$ cat config.mk
export PLATFORM = sky130hd
export DESIGN_NAME = em_elastic_buffer
export DESIGN_NICKNAME = d
export VERILOG_FILES = /design/src/rtl/em_elastic_buffer.sv
export SDC_FILE = /design/constraint.sdc
export NUM_CORES = 1
export LEC_CHECK = 0
export ABC_AREA = 1
export CAP_MARGIN = 20
export CORE_AREA = 3 3 170 172
export DETAILED_ROUTE_END_ITERATION = 16
export DIE_AREA = 0 0 173 175
export PLACE_DENSITY = 0.64
export SYNTH_ARGS = -nofsm -noshare
export SYNTH_HDL_FRONTEND = slang
export SYNTH_SLANG_ARGS = --single-unit
export TNS_END_PERCENT = 5
$ cat constraint.sdc
create_clock -name clk -period 9.9 [get_ports clk]
set_input_delay 1.485 -clock clk [delete_from_list [all_inputs] [get_ports clk]]
set_output_delay 1.485 -clock clk [all_outputs]
set_load 0.01 [all_outputs]
$ cat src/rtl/em_elastic_buffer.sv
// One-cycle elastic FIFO between Execute and Memory: a circular buffer of DEPTH
// entries holding one instruction's payload, with a registered head and no in-to-out bypass.
`ifndef WORD_SIZE
`define WORD_SIZE 32
`endif
`ifndef INSTR_TYPE_SZ
`define INSTR_TYPE_SZ 3
`endif
`ifndef ROB_ENTRY_WIDTH
`define ROB_ENTRY_WIDTH 5
`endif

module em_elastic_buffer #(
  parameter int WORD_SIZE       = `WORD_SIZE,
  parameter int INSTR_TYPE_SZ   = `INSTR_TYPE_SZ,
  parameter int ROB_ENTRY_WIDTH = `ROB_ENTRY_WIDTH,
  parameter int DEPTH           = 2,
  localparam int CNT_W          = $clog2(DEPTH + 1),
  localparam int PTR_W          = (DEPTH > 1) ? $clog2(DEPTH) : 1
) (
  input  logic                       clk,
  input  logic                       reset,
  input  logic                       flush,
  input  logic                       in_valid,
  output logic                       in_ready,
  input  logic [INSTR_TYPE_SZ-1:0]   instruction_type,
  input  logic [WORD_SIZE-1:0]       pc,
  input  logic [2:0]                 funct3,
  input  logic [WORD_SIZE-1:0]       alu_result,
  input  logic [WORD_SIZE-1:0]       s2,
  input  logic [ROB_ENTRY_WIDTH-1:0] rob_id,
  output logic                       out_valid,
  input  logic                       out_ready,
  output logic [INSTR_TYPE_SZ-1:0]   instruction_type_out,
  output logic [WORD_SIZE-1:0]       pc_out,
  output logic [2:0]                 funct3_out,
  output logic [WORD_SIZE-1:0]       alu_result_out,
  output logic [WORD_SIZE-1:0]       s2_out,
  output logic [ROB_ENTRY_WIDTH-1:0] rob_id_out,
  output logic [CNT_W-1:0]           count
);

  typedef struct packed {
    logic [INSTR_TYPE_SZ-1:0]   itype;
    logic [WORD_SIZE-1:0]       pc;
    logic [2:0]                 funct3;
    logic [WORD_SIZE-1:0]       alu;
    logic [WORD_SIZE-1:0]       s2;
    logic [ROB_ENTRY_WIDTH-1:0] rob;
  } entry_t;

  localparam logic [CNT_W-1:0] FULL    = CNT_W'(DEPTH);
  localparam logic [PTR_W-1:0] PTR_MAX = PTR_W'(DEPTH - 1);

  entry_t           mem [DEPTH];
  entry_t           in_ent, head_ent;
  logic [PTR_W-1:0] head, tail;
  logic             push, pop;

  assign in_ent = '{itype: instruction_type, pc: pc, funct3: funct3,
                    alu: alu_result, s2: s2, rob: rob_id};

  // A full buffer still takes a new entry when the head leaves in the same cycle.
  assign in_ready  = (count < FULL) || out_ready;
  assign out_valid = (count != '0);
  assign push      = in_valid && in_ready && !flush;
  assign pop       = out_valid && out_ready && !flush;

  function automatic logic [PTR_W-1:0] nxt(input logic [PTR_W-1:0] p);
    return (p == PTR_MAX) ? '0 : p + 1'b1;
  endfunction

  always_ff @(posedge clk) begin
    if (reset || flush) begin
      head  <= '0;
      tail  <= '0;
      count <= '0;
    end else begin
      if (push) tail <= nxt(tail);
      if (pop)  head <= nxt(head);
      if (push && !pop)      count <= count + 1'b1;
      else if (pop && !push) count <= count - 1'b1;
    end
  end

  // Payload storage is never reset; occupancy alone decides what is live.
  always_ff @(posedge clk) begin
    if (push && !reset) mem[tail] <= in_ent;
  end

  // Gating on out_valid keeps the outputs at zero until something is stored.
  assign head_ent = out_valid ? mem[head] : '0;

  assign instruction_type_out = head_ent.itype;
  assign pc_out               = head_ent.pc;
  assign funct3_out           = head_ent.funct3;
  assign alu_result_out       = head_ent.alu;
  assign s2_out               = head_ent.s2;
  assign rob_id_out           = head_ent.rob;

endmodule

==> results.ini <==
[status]
status=finished, final reports clean

[detailed_routing]
wl_per_cell_um=16.0
wirelength_um=19600
drtIter0Drc=290
drt-pass1-iter-count=4
top_layer_used=met4
wl_met1_um=8330
vias_per_cell=4.40
vias=5387
remaining_drc_errors=0
dr_wl_met2_um=9450
wl_met3_um=1360
final_antenna_net_count=0

[layout]
stdcell_count=1224
mostFrequentLayoutCell=clkdlybuf4s50_1
nets=944
final_cell_mix=222 x clkdlybuf4s50_1, 221 x nand2_1, 214 x edfxtp_1
drive_above_1_share_pct=5.08
syn2layout_area_growth_pct=39.5
diodes=0

[clock_tree]
cts_buffer_depth=3
post_cts_resize_count=0
root_buffer=clkbuf_16
insertion_delay_ps=500
clk_pin_slew_ps=60
post_cts.repair.setup_buffers=0
clock-sinks=219
ctsHoldBuffers=0
cts-buffers-inserted=24
cts_tree=yes
h-tree-depth=1

[global_route]
grt_max_degree=59
grt_pass1_wl_um=30600
globalRoute.totalOverflow=0
grt_pass1_vias=5448
antenna_found_initial=0
track_usage_pct=12.6

[power_and_ir_drop]
p_leak_nw=3.90
p_int_w=0.00161
p_switching_w=0.000410
peakVddDrop_mv=0.0978
p_comb_share_pct=7.8
p_seq_share_pct=51.7
power.switching_fraction_pct=20.3
p_clk_share_pct=40.5
p_per_area_mw_per_mm2=175

[setup_path]
path_buf_inv=3
crit_fanout=57
max_stage_delay_ps=620
crit_cells=5
crit_required_ps=8420
arrival_ps=3170
slowest_stage=buf_4
end_kind=output port
path_cells=inv_4 -> buf_4 -> nand2_1 -> a21oi_1 -> clkdlybuf4s50_1
crit_path_start_kind=flip-flop
critPathKind=flip-flop to output port
reg2reg_depth=4
crit_family=buffers and inverters

[placed_design]
dp_cells=1183
port_buffers=222
hpwl_um=12000
place.gp.congestion=0.713
preCtsSetupSlack_ps=5650

[floorplanning]
dieArea_sq_mm=0.0303
die_w_um=173
start_util_pct=29.9
coreArea_sq_mm=0.0276
ios=223
die_y_um=175
rows=61

[timing]
finalSetupViolCount=0
skew_ps=9.22
fmax_mhz=215
slew_headroom_pct=44.4
drv_slew=0
setup_ws_ps=5250
fin_crit_ps=4650
hold_viol=0
tightest_slew_ps=833
finalCritPeriodShare_pct=47.0
grt_setup_unrepaired=no
tns_ps=0

[min_path]
hold_class=flip-flop to flip-flop
holdPathStages=2

[synthesis]
synth.avg_cell_area_sq_um=13.6
syn_inst=609
ys_types=17
ys_ff_latch=219
synthesis.area_sq_mm=0.00825
yosys_warnings=0
synth-seq-area-share_pct=79.1
syn_nets=722

[flow_run]
drv_cap=0

-- tightest hold or removal path: stages (launching register included) --
cell	delay [ps]
dfxtp_1	330
a21oi_1	50
nor2_1	100
-- power by group through the flow --
stage	combinational, W	clock (W)	sequential [W]
floorplan	0.0000554	0	0.00107
global placement	0.000156	0	0.00106
detailed placement	0.000159	0	0.00106
CTS	0.000160	0.000847	0.00104
global route	0.000170	0.000889	0.00104
finish	0.000157	0.000817	0.00104
-- state kept, by name, indices dropped and copies added (netlist names), named ones only --
signal and flops:
head 1, count 2, tail 1, mem 214
-- cell type report --
cell class,instances,area [sq um]
sequential,219,6530
timing repair buffer,230,2280
inverter,9,36.3
multi-input combinational,347,1480
clock buffer,33,656
clock inverter,8,63.8
fill,2552,16100
tap,378,473
-- through the flow --
stage | area, sq um | total power (W) | util (%) | hold WS, ps
5_1_grt | 11500 | 0.00210 | 41.7 | 543
2_1_floorplan | 8250 | 0.00112 | - | 465
3_5_place_dp | 10800 | 0.00122 | 39.1 | 507
6_report | 11500 | 0.00202 | 41.7 | 512
4_1_cts | 11500 | 0.00205 | 41.7 | 522
3_3_place_gp | 10800 | 0.00122 | 39.1 | 478
-- worst paths after layout --
check | start | endpoint | slack [ps]
setup / recovery | flip-flop | pc_out[22] | 5250
hold / removal | head | flip-flop | 510
setup reg to reg | count[1] | mem[1][67] | 7980
hold reg to reg | head | flip-flop | 510
-- kinds of logic (layout without fill, tap and decap cells) --
kind of cell	Yosys count	after routing	share of synthesized area, %
DFF	219	219	79.1
and+or+nand+nor	234	234	10.8
adders and majority gates	1	1	0.152
buffers and inverters	43	280	3.15
AOI/OAI and AO/OA	112	112	6.79
-- synth_stat cells, drive strengths merged --
master	instances	area, sq um
a21oi	110	551
buf	34	225
clkinv	1	5.00
dfxtp	5	100
edfxtp	214	6430
ha	1	12.5
inv	8	30.0
nand2	221	830
nand3	2	10.0
nand3b	1	7.51
nor2	8	37.5
nor3	2	10.0
o21ai	2	10.0
-- routing by layer --
metal  vias to the layer above  GRT usage, %
li1                       2593             -
met1                      2588          16.0
met2                       172          21.2
met3                        34          3.37
met4                         0          3.85
met5                         -             0
Note: power is estimated with default switching activity, not from simulation.
